**src/rtl/loc_pkg.sv**
```systemverilog
// Shared location, direction and FSM encodings for the maze BFS controller.
// A location is {row, col}; the helpers split it back into its fields.
package loc_pkg;

    localparam int ROW_W = 4;
    localparam int COL_W = 4;
    localparam int LOC_W = ROW_W + COL_W;
    localparam int MAP_SIZE = 1 << LOC_W;

    localparam logic [1:0] DIR_UP    = 2'd0;
    localparam logic [1:0] DIR_RIGHT = 2'd1;
    localparam logic [1:0] DIR_DOWN  = 2'd2;
    localparam logic [1:0] DIR_LEFT  = 2'd3;

    // NB0..NB3 occupy 4..7 so the low two state bits are the direction code
    localparam logic [3:0] ST_IDLE = 4'd0;
    localparam logic [3:0] ST_SEED = 4'd1;
    localparam logic [3:0] ST_POP  = 4'd2;
    localparam logic [3:0] ST_LOAD = 4'd3;
    localparam logic [3:0] ST_NB0  = 4'd4;
    localparam logic [3:0] ST_NB1  = 4'd5;
    localparam logic [3:0] ST_NB2  = 4'd6;
    localparam logic [3:0] ST_NB3  = 4'd7;
    localparam logic [3:0] ST_DONE = 4'd8;

    function automatic logic [ROW_W-1:0] loc_row(input logic [LOC_W-1:0] loc);
        return loc[LOC_W-1:COL_W];
    endfunction

    function automatic logic [COL_W-1:0] loc_col(input logic [LOC_W-1:0] loc);
        return loc[COL_W-1:0];
    endfunction

endpackage

```
**src/rtl/neighbour_calc.sv**
```systemverilog
// Combinational neighbour of a location in one of four directions.
// inBounds drops when the step would leave the grid; there is no wrap-around.
module neighbour_calc
    import loc_pkg::*;
(
    input  logic [LOC_W-1:0] loc,
    input  logic [1:0]       dir,
    output logic [LOC_W-1:0] nbLoc,
    output logic             inBounds
);

    logic [ROW_W-1:0] row, nbRow;
    logic [COL_W-1:0] col, nbCol;

    assign row = loc_row(loc);
    assign col = loc_col(loc);

    always_comb begin
        nbRow    = row;
        nbCol    = col;
        inBounds = 1'b1;
        case (dir)
            DIR_UP: begin
                inBounds = (row != '0);
                nbRow    = row - 1'b1;
            end
            DIR_RIGHT: begin
                inBounds = (col != '1);
                nbCol    = col + 1'b1;
            end
            DIR_DOWN: begin
                inBounds = (row != '1);
                nbRow    = row + 1'b1;
            end
            default: begin
                inBounds = (col != '0);
                nbCol    = col - 1'b1;
            end
        endcase
    end

    assign nbLoc = {nbRow, nbCol};

endmodule

```
**src/rtl/bfs_expander.sv**
```systemverilog
// Breadth-first maze search controller: seeds, pops and refills an external
// location queue, checking each neighbour against the wall map and a visited bitmap.
module bfs_expander
    import loc_pkg::*;
#(
    parameter int Q_DEPTH = 63
) (
    input  logic             clk,
    input  logic             rst,
    input  logic             start,
    input  logic [LOC_W-1:0] srcLoc,
    input  logic [LOC_W-1:0] dstLoc,
    input  logic [LOC_W-1:0] qLoc,
    input  logic             qNotEmpty,
    output logic [LOC_W-1:0] locIn,
    output logic             enqueue,
    output logic             dequeue,
    output logic [LOC_W-1:0] mazeAddr,
    input  logic             mazeWall,
    output logic             done,
    output logic             found,
    output logic             overflow,
    output logic [3:0]       dbgState
);

    localparam int CNT_W = $clog2(Q_DEPTH + 1);
    localparam logic [CNT_W-1:0] CNT_MAX = CNT_W'(Q_DEPTH);

    logic [3:0]          state;
    logic [LOC_W-1:0]    cur;
    logic [MAP_SIZE-1:0] visited;
    logic [CNT_W-1:0]    enqCnt;

    logic             isNb;
    logic [LOC_W-1:0] nbLoc;
    logic             inBounds;
    logic             nbOpen;
    logic             qFull;

    neighbour_calc u_nb (
        .loc     (cur),
        .dir     (state[1:0]),
        .nbLoc   (nbLoc),
        .inBounds(inBounds)
    );

    assign isNb     = (state >= ST_NB0) && (state <= ST_NB3);
    assign nbOpen   = isNb && inBounds && !mazeWall && !visited[nbLoc];
    assign qFull    = (enqCnt == CNT_MAX);
    assign dbgState = state;

    // Queue strobes are single-cycle writes/reads with no back-pressure:
    // enqueue pushes locIn on the edge, dequeue makes qLoc valid next cycle,
    // and the two are never high together.
    always_comb begin
        enqueue  = 1'b0;
        dequeue  = 1'b0;
        locIn    = '0;
        mazeAddr = isNb ? nbLoc : '0;
        case (state)
            ST_SEED: begin
                enqueue = 1'b1;
                locIn   = srcLoc;
            end
            ST_POP: dequeue = qNotEmpty;
            ST_NB0, ST_NB1, ST_NB2, ST_NB3: begin
                if (nbOpen && !qFull) begin
                    enqueue = 1'b1;
                    locIn   = nbLoc;
                end
            end
            default: ;
        endcase
    end

    always_ff @(posedge clk or posedge rst) begin
        if (rst) begin
            state    <= ST_IDLE;
            cur      <= '0;
            visited  <= '0;
            enqCnt   <= '0;
            done     <= 1'b0;
            found    <= 1'b0;
            overflow <= 1'b0;
        end else begin
            case (state)
                ST_IDLE, ST_DONE: begin
                    if (start) begin
                        visited  <= '0;
                        enqCnt   <= '0;
                        done     <= 1'b0;
                        found    <= 1'b0;
                        overflow <= 1'b0;
                        state    <= ST_SEED;
                    end
                end
                ST_SEED: begin
                    visited[srcLoc] <= 1'b1;
                    enqCnt          <= CNT_W'(1);
                    state           <= ST_POP;
                end
                ST_POP: begin
                    if (!qNotEmpty) begin
                        done  <= 1'b1;
                        found <= 1'b0;
                        state <= ST_DONE;
                    end else begin
                        state <= ST_LOAD;
                    end
                end
                ST_LOAD: begin
                    cur <= qLoc;
                    if (qLoc == dstLoc) begin
                        done  <= 1'b1;
                        found <= 1'b1;
                        state <= ST_DONE;
                    end else begin
                        state <= ST_NB0;
                    end
                end
                ST_NB0, ST_NB1, ST_NB2, ST_NB3: begin
                    if (nbOpen && qFull) begin
                        // a needed enqueue with no room left ends the search
                        overflow <= 1'b1;
                        done     <= 1'b1;
                        state    <= ST_DONE;
                    end else begin
                        if (nbOpen) begin
                            visited[nbLoc] <= 1'b1;
                            enqCnt         <= enqCnt + 1'b1;
                        end
                        state <= (state == ST_NB3) ? ST_POP : state + 4'd1;
                    end
                end
                default: state <= ST_IDLE;
            endcase
        end
    end

endmodule

```
**config.mk**
```make
export PLATFORM = sky130hd
export DESIGN_NAME = bfs_expander
export DESIGN_NICKNAME = d
export VERILOG_FILES = /design/src/rtl/loc_pkg.sv /design/src/rtl/neighbour_calc.sv /design/src/rtl/bfs_expander.sv
export SDC_FILE = /design/constraint.sdc
export NUM_CORES = 1
export LEC_CHECK = 0
export ABC_AREA = 1
export CAP_MARGIN = 20
export CORE_MARGIN = 2
export CORE_UTILIZATION = 35
export DETAILED_ROUTE_END_ITERATION = 10
export MAX_ROUTING_LAYER = met4
export PLACE_DENSITY = 0.51
export SKIP_CTS_REPAIR_TIMING = 1
export SYNTH_ARGS = -nofsm -noshare
export SYNTH_HDL_FRONTEND = slang
export SYNTH_SLANG_ARGS = --single-unit
export TNS_END_PERCENT = 5
```
**constraint.sdc**
```tcl
create_clock -name clk -period 22.6 [get_ports clk]
set_input_delay 5.65 -clock clk [delete_from_list [all_inputs] [get_ports clk]]
set_output_delay 5.65 -clock clk [all_outputs]
set_load 0.05 [all_outputs]
```
# [Yosys cells after proc, flatten, opt, wreduce, memory -nomap -nowiden]
# Index checks and enable logic that the tools add are counted.
# Widths: inputs -> output; s select.
[word_totals] elab_cells=104 register_bits=277 inputBits=29 output_inout_bits=25
[classes] muxes=37 addsub=6 order_cmp=6 eq_ne=20 n_bitwise=2 reduce_logical=26
[op_table] cell="$mux 256" n=3
[op_table] cell="$pmux 256 s3" n=1
[op_table] cell="$or 256x256->256" n=2
[op_table] cell="$mux 4" n=5
[op_table] cell="$pmux 4 s5" n=1
[op_table] cell="$lt 8x9->1 const B" n=2
[op_table] cell="$mux 6" n=3
[op_table] cell="$pmux 6 s3" n=1
[op_table] cell="$demux 1 s8" n=2
[op_table] cell="$eq 4x3->1 const B" n=4
[op_table] cell="$ge 8x1->1 const B" n=2
[op_table] cell="$mux 8" n=2
[op_table] cell="$pmux 4 s2" n=2
[op_table] cell="$pmux 8 s2" n=1
[op_table] cell="$add 4x1->4 const B" n=3
[op_table] cell="$ne 2x2->1 const B" n=6
[op_table] cell="$reduce_bool 4->1" n=3
[op_table] cell="$mux 1" n=10
[op_table] cell="$bmux 1 s8" n=1
[op_table] cell="$eq 4x2->1 const B" n=2
[op_table] cell="$eq 8x8->1" n=1
[op_table] cell="$logic_and 1x1->1" n=8
[op_table] cell="$ne 4x4->1 const B" n=2
[op_table] cell="$reduce_and 4->1" n=2
[op_table] cell="21 further kinds" n=28

# [Longest topological paths before layout]
# Gate-level depths: netlist of the first run.
[logic_depth] word_depth=11 depth_mapped=26 ltp_nobuf=25

# [Cells and area by module]
# From an unflattened synthesis of the first run, not the netlist that was laid out.
[unflattened] cells_unflattened=3335 area_unflattened_um2=20988.9
[by_module_without_submodules] module="bfs_expander" area_each_um2=20530.9 cells_each=3255 n_inst=1 seq_area_each_um2=6931.6
[by_module_without_submodules] module="neighbour_calc" area_each_um2=457.9 cells_each=80 n_inst=1 seq_area_each_um2=0.0

# [Least setup slack after synthesis of the first run]
# Ideal clock, no wire load.
[synth_path] path_kind="input to output" from="in mazeWall" to="out locIn[0]" t_required_ps=16950 arrival_time_ps=7226 path_stages=6 path_buffers=1 path_slack_ps=9724 cell_sequence="nor2_1 o311ai_0 nor2_2 nand4_4 buf_1 o22ai_1"
[synth_between] elab_chain_cells=6
[synth_lines] item="from (decl)" line="bfs_expander.sv:19" rtl="input logic mazeWall,"
[synth_lines] item="$logic_not 1->1" line="bfs_expander.sv:48" rtl="assign nbOpen = isNb && inBounds && !mazeWall && !visited[nbLoc];"
[synth_lines] item="$logic_and 1x1->1 (2 in series)" line="bfs_expander.sv:48"
[synth_lines] item="$logic_and 1x1->1" line="bfs_expander.sv:67" rtl="if (nbOpen && !qFull) begin"
[synth_lines] item="$mux 8" line="bfs_expander.sv:67"
[synth_lines] item="$pmux 8 s2" line="bfs_expander.sv:60" rtl="case (state)"
[synth_lines] item="to (decl)" line="bfs_expander.sv:15" rtl="output logic [LOC_W-1:0] locIn,"
# Every way passes these cells.

# [Final worst setup path of the first run]
[layout_path] from="in mazeWall" to="out locIn[4]"
# Same word-level chain as after synthesis.

==> results of run 1 <==
placed cells by master (no fill, tap or decap), types with 2 or more instances in the layout:
master / synthesis / final
a21oi_1: 98 / 98
a22oi_1: 6 / 6
buf_12: 0 / 2
buf_4: 27 / 55
buf_6: 1 / 2
clkbuf_1: 125 / 7
clkbuf_16: 0 / 39
clkbuf_8: 0 / 11
clkdlybuf4s50_1: 0 / 53
clkinv_1: 3 / 2
clkinv_2: 0 / 5
dfrtp_1: 277 / 277
fa_1: 2 / 2
ha_1: 9 / 9
inv_1: 255 / 254
inv_2: 5 / 4
nand2_1: 1013 / 1012
nand2_2: 5 / 3
nand2_4: 0 / 2
nand3_1: 498 / 498
nand4_1: 6 / 6
nor2_1: 137 / 136
nor2_2: 3 / 3
nor2_4: 1 / 2
nor3_1: 3 / 3
o21ai_0: 222 / 222
o21ai_1: 42 / 40
o21ai_4: 0 / 3
o221ai_1: 161 / 161
o22ai_1: 8 / 8
o311ai_0: 2 / 2
xnor2_1: 8 / 8
xor2_1: 9 / 9
logic make-up (layout without fill, tap and decap cells):
logic type | count (synthesis) | after routing | share of synthesized area [%]
AOI/OAI and AO/OA | 546 | 546 | 17.28
xor gates and xnor gates | 18 | 18 | 0.8416
adders and majority gates | 11 | 11 | 0.7778
buffers and inverters | 494 | 439 | 10.33
DFF | 277 | 277 | 35.32
and+or+nand+nor | 1669 | 1669 | 35.45
routing by layer:
metal | track usage [%] | routed length, um | share of wire, % | vias to the layer above
li1 | - | - | - | 9893
met1 | 40.69 | 36650 | 41 | 10650
met2 | 47.63 | 38280 | 43 | 1265
met3 | 6.508 | 9756 | 11 | 263
met4 | 13.54 | 4271 | 4.8 | 0
met5 | - | 0 | 0 | -
worst register-to-register path: stages, from the launching register on:
cell     delay, ns
dfrtp_1       0.46
inv_1         0.10
ha_1          0.31
nor2_2        0.82
nand2_2       0.40
nand2_4       0.78
buf_4         0.70
o21ai_1       0.14
nand2_1       0.08
nand2_1       0.06
nand2_1       0.06
nand3_1       0.11
nand3_1       0.32
nand3_1       0.12
nand3_1       0.10
nand2_1       0.07
nor2_2        0.25
nand4_4       0.72
nand2_8       1.01
buf_4         0.90
nand3_1       0.25
nand2_1       0.12
sequential cells by signal, indices dropped and copies added (netlist names):
signal / count
cur: 8
found: 1
overflow: 1
dbgState: 4
visited: 256
done: 1
enqCnt: 6
area by class of cell:
cell class              instances  area [um2]
well taps                     748       935.9
multi-input cells            2244       10750
inverters                     263       998.5
fillers                      5891       33440
repair buffers                113        1033
flip-flops and latches        277        6932
clock inverters                 6       58.81
clock buffers                  57        1154
power by group through the flow:
stage	clock network, uW	logic (uW)	registers (uW)
final	608	2340	651
after CTS	616	2250	648
after global routing	634	2440	659
after floorplan	0	1390	652
after detailed placement	0	2250	655
after global placement	0	2240	653
worst max path at each step:
stage,endpoint,slack (ns),depth (start not counted)
2_1_floorplan,cur[0],9.31,1
3_3_place_gp,locIn[7],8.43,7
3_5_place_dp,locIn[4],8.39,7
4_1_cts,locIn[4],8.39,7
5_1_grt,locIn[5],8.19,7
6_report,locIn[4],8.41,7
stage by stage:
stage	setup slack (ns)	utilization, %	total power [uW]	cells
after global routing	8.188	39.53	3733	3708
after global placement	8.432	37.24	2890	3641
final	8.414	39.53	3596	3708
after CTS	8.388	39.50	3517	3706
after detailed placement	8.390	37.31	2902	3643
after floorplan	9.313	-	2044	3015
==> flow_metrics.py, run 1 <==
metrics = {
    "final_layout": {
        "synthToLayoutAreaGrowth_pct": 11.40,
        "drive_above_1_share_pct": 4.797,
        "nets": 2977,
        "final_area_mm2": 0.02186,
        "antenna_cells": 0,
    },
    "hold_path": {
        "hold_depth": 2,
        "holdCritStartpoint": "done",
        "worstHoldEndpoint": "done",
        "hold_path_class": "flop to flop",
    },
    "worst_setup_path": {
        "path_cells": "clkdlybuf4s50_1 > nor2_1 > o311ai_0 > nor2_2 > nand4_4 > o22ai_1 > clkdlybuf4s50_1",
        "r2r-end": "visited[252]",
        "crit_path_end_kind": "output pin",
        "crit_arrival_ns": 8.54,
        "crit_type": "input port to output pin",
        "r2r-start": "dbgState[0]",
        "cp_slowest_stage_delay_ns": 0.86,
        "cp_top_family": "buffers and inverters",
        "cp.required_ns": 16.95,
        "cp_max_fo": 43,
        "cpMostUsedCell": "clkdlybuf4s50_1",
        "reg2reg_setup_slack_ns": 14.67,
        "path_buf_inv": 2,
        "cp-start-kind": "input port",
        "reg2reg_depth": 21,
        "startpoint": "mazeWall",
        "critical_path.slowest_cell": "clkdlybuf4s50_1",
    },
    "power_and_ir_drop": {
        "pwr-share-seq_pct": 18.1,
        "p_per_area_mw_per_mm2": 164.5,
        "power_frac_comb_pct": 65.0,
        "switching_power_uw": 2246,
        "clkPwrFrac_pct": 16.9,
        "sw_frac_of_total_pct": 62.45,
        "power.internal_uw": 1350,
        "p_leak_uw": 0.01006,
        "ir_drop_v": 0.0001129,
    },
    "place": {
        "placed_area_mm2": 0.02063,
        "gp_congestion": 0.8794,
        "io_buffers": 53,
        "hpwl_mm": 48.53,
    },
    "global_routing": {
        "grt_overflow": 0,
        "grt_max_degree": 202,
        "globalRouteTotalUtil_pct": 31.45,
        "grt_pass1_wl_mm": 133.6,
        "grt_antenna_before_repair": 1,
        "grt_pass1_vias": 21000,
    },
    "route": {
        "firstDrtPassIters": 5,
        "drc": 0,
        "drt_iter0_drc": 2812,
        "vias": 22070,
        "routed_wl_mm": 88.96,
        "via_per_inst": 5.953,
        "wl_per_cell_um": 23.99,
        "drtAntennaViolNets": 0,
    },
    "clock_network": {
        "cts_buffers": 38,
        "insertion_delay_ns": 0.58,
        "htree_levels": 2,
        "cts_root_buf": "clkbuf_16",
        "cts_tree": "done",
        "cts_max_path_buffers": 3,
        "cts.sinks": 277,
        "clk_pin_slew_ns": 0.06,
    },
    "floorplanning": {
        "die_y_um": 240.8,
        "die-area_mm2": 0.05798,
        "start_util_pct": 35.49,
        "die_w_um": 240.8,
        "ios": 54,
        "core.rowCount": 86,
        "core_mm2": 0.05531,
    },
    "logic_synthesis": {
        "yosysTopAreaCellShare_pct": 35.32,
        "synthFlopType": "dfrtp_1",
        "yosys.cell_count.top_type": "nand2_1",
        "ys_ff_latch": 277,
        "avgSynthCellArea_um2": 6.510,
        "yosys-top-cells-area": "dfrtp_1, nand2_1, nand3_1",
        "synth_nets": 3055,
        "synthArstFlopShare_pct": 100.0,
        "yosysSeqAreaShare_pct": 35.32,
        "ys_top_cells_by_count": "nand2_1, nand3_1, dfrtp_1",
        "yosysTopAreaCell": "dfrtp_1",
        "yosys_warnings": 0,
        "syn_inst": 3015,
        "yosysUniqueCellTypes": 39,
        "synth_edf_count": 0,
        "netlist_area_mm2": 0.01963,
    },
    "timing": {
        "setup_tns_ns": 0,
        "fin_crit_ns": 14.19,
        "drv_slew": 0,
        "whs_ns": 0.4857,
        "maxSlewHeadroom_pct": 23.03,
        "finalSetupViolations": 0,
        "hold_viol": 0,
        "worstMarginPinSlew_ns": 1.155,
        "fin_crit_sh_pct": 62.77,
        "rsz0062_at_grt": "false",
        "finClkSkew_ns": 0.02684,
        "fmax_ghz": 0.07049,
    },
    "run": {
        "maxCapViolations": 0,
    },
    "status": {
        "status": "completed",
    },
}
(Power assumes the default switching activity.)
==> inputs of run 2 (changes only) <==
==> constraint.sdc (replaced) <==
create_clock -name clk -period 14.6 [get_ports clk]
set_input_delay 3.65 -clock clk [delete_from_list [all_inputs] [get_ports clk]]
set_output_delay 3.65 -clock clk [all_outputs]
set_load 0.05 [all_outputs]
==> run 2 against run 1 <==
Net effect: setup slack worse by 4.3 ns; sequential power up 55%; first-iteration DRC count up 5.2%; global-route usage increased by 0.27 points; final area hardly changed; sequential share of layout area hardly changed; combinational power rose by 54%; power grew 54%; clock skew is 0.0022 ns lower; via count grew 0.40%; highest routed layer unchanged.
==> flow_metrics.py, run 2 (synthesis gave the netlist of run 1 again) <==
metrics = {
    "route": {
        "drtAntennaViolNets": 0,
        "firstDrtPassIters": 7,
        "wl_per_cell_um": 24.23,
        "drt_iter0_drc": 2959,
        "routed_wl_mm": 89.93,
        "top_layer_used": "met4",
        "wl_met2_mm": 37.74,
        "vias": 22160,
        "met3_length_mm": 10.05,
        "wl_met1_mm": 37.29,
        "drc": 0,
        "via_per_inst": 5.971,
    },
    "floorplanning": {
        "ios": 54,
        "die_y_um": 240.8,
        "core_mm2": 0.05531,
        "die-area_mm2": 0.05798,
        "start_util_pct": 35.49,
        "die_w_um": 240.8,
        "core.rowCount": 86,
    },
    "status": {
        "status": "completed",
    },
    "worst_setup_path": {
        "reg2reg_depth": 21,
        "crit_arrival_ns": 6.79,
        "cp.required_ns": 10.95,
        "crit_type": "flop to output pin",
        "cp_max_fo": 50,
        "cp-start-kind": "flop",
        "crit_path_end_kind": "output pin",
    },
    "timing": {
        "fin_crit_sh_pct": 71.50,
        "fmax_ghz": 0.09579,
        "hold_viol": 0,
        "fin_crit_ns": 10.44,
        "worstMarginPinSlew_ns": 1.235,
        "setup_tns_ns": 0,
        "finClkSkew_ns": 0.02467,
        "rsz0062_at_grt": "false",
        "maxSlewHeadroom_pct": 17.69,
        "drv_slew": 0,
        "finalSetupViolations": 0,
    },
    "run": {
        "maxCapViolations": 0,
    },
    "clock_network": {
        "cts_buffers": 37,
        "cts_max_path_buffers": 3,
        "cts_tree": "done",
        "htree_levels": 2,
        "clk_pin_slew_ns": 0.06,
        "cts_root_buf": "clkbuf_16",
        "cts.sinks": 277,
        "insertion_delay_ns": 0.57,
    },
    "global_routing": {
        "grt_overflow": 0,
        "grt_antenna_before_repair": 1,
        "grt_max_degree": 193,
        "globalRouteTotalUtil_pct": 31.72,
        "grt_pass1_wl_mm": 134.5,
        "grt_pass1_vias": 20580,
    },
    "final_layout": {
        "mostFrequentLayoutCells": "nand2_1, nand3_1, dfrtp_1, inv_1, o21ai_0",
        "final_common_cell": "nand2_1",
        "antenna_cells": 0,
        "synthToLayoutAreaGrowth_pct": 11.39,
        "multi_input_area_mm2": 0.01075,
        "n_fill_cell": 5853,
        "nets": 2981,
        "largest_reg_flops": 256,
        "final-seq-area_mm2": 0.006932,
        "layout_top_registers": "visited x256, cur x8, enqCnt x6",
        "layout.cells.non_filler": 3712,
        "top_register": "visited",
        "drive_above_1_share_pct": 4.892,
    },
    "power_and_ir_drop": {
        "switching_power_uw": 3437,
        "p_per_area_mw_per_mm2": 252.9,
        "pwr-share-seq_pct": 18.3,
        "p_leak_uw": 0.01007,
        "power.internal_uw": 2092,
        "ir_drop_v": 0.0001925,
        "clkPwrFrac_pct": 16.6,
        "sw_frac_of_total_pct": 62.16,
        "power_frac_comb_pct": 65.1,
    },
    "place": {
        "dpl.cell_count": 3647,
        "gp_congestion": 0.9047,
        "hpwl_mm": 50.04,
        "io_buffers": 53,
    },
    "hold_path": {
        "hold_path_class": "flop to flop",
        "hold_depth": 2,
    },
}
==> run 2: worst max-delay path: stages (launching register included) <==
cell and delay (ns):
dfrtp_1 0.45, inv_1 0.09, ha_1 0.29, nor2_2 0.79, nand2_1 0.49, nand2_4 0.64
buf_4 0.68, nor2_1 0.28, a22oi_1 0.24, nand2_1 0.07, nand2_1 0.06, nand4_1 0.11
nand2_1 0.07, nand2_1 0.10, nor2_2 0.16, nand4_4 0.32, buf_12 0.31, o22ai_1 0.17
clkdlybuf4s50_1 0.83
==> run 2: worst paths after layout <==
path	endpoint	start	slack, ns
max in group asynchronous	visited[147]	rst	8.79
max reg2reg	visited[63]	dbgState[0]	6.44
min	done	done	0.48
max	locIn[6]	dbgState[0]	4.16
min in group asynchronous	overflow	rst	3.62
min reg2reg	done	done	0.48
==> run 2: layout make-up <==
| class | count | share of cell area, % |
|---|---|---|
| inverters | 263 | 4.561 |
| clock inverters | 1 | 0.02289 |
| well taps | 748 | 4.281 |
| multi-input cells | 2244 | 49.18 |
| repair buffers | 118 | 4.865 |
| flip-flops and latches | 277 | 31.71 |
| clock buffers | 61 | 5.380 |
==> run 2: stage by stage <==
stage                     utilization [%]  hold slack, ns  power [uW]  cell area, um2  setup slack [ns]
after global routing                39.53          0.5151        5741           21860             3.751
after floorplan                         -          0.4946        3164           19630             3.313
after CTS                           39.43          0.4873        5388           21810             3.760
after detailed placement            37.29          0.4721        4462           20630             4.066
final                               39.53          0.4778        5530           21860             4.160
after global placement              37.27          0.4605        4457           20610             4.125
==> run 2: layer usage <==
metal	global-route usage, %	vias to the layer above
li1	-	9903
met1	41.69	10660
met2	46.52	1312
met3	6.703	289
met4	14.96	0
met5	-	-
==> run 2: power by group through the flow <==
stage	Sequential, uW	Combinational, uW	Clock (uW)
6_report	1010	3600	920
2_1_floorplan	1010	2160	0
5_1_grt	1020	3760	959
4_1_cts	1010	3450	930
3_3_place_gp	1020	3440	0
3_5_place_dp	1020	3440	0
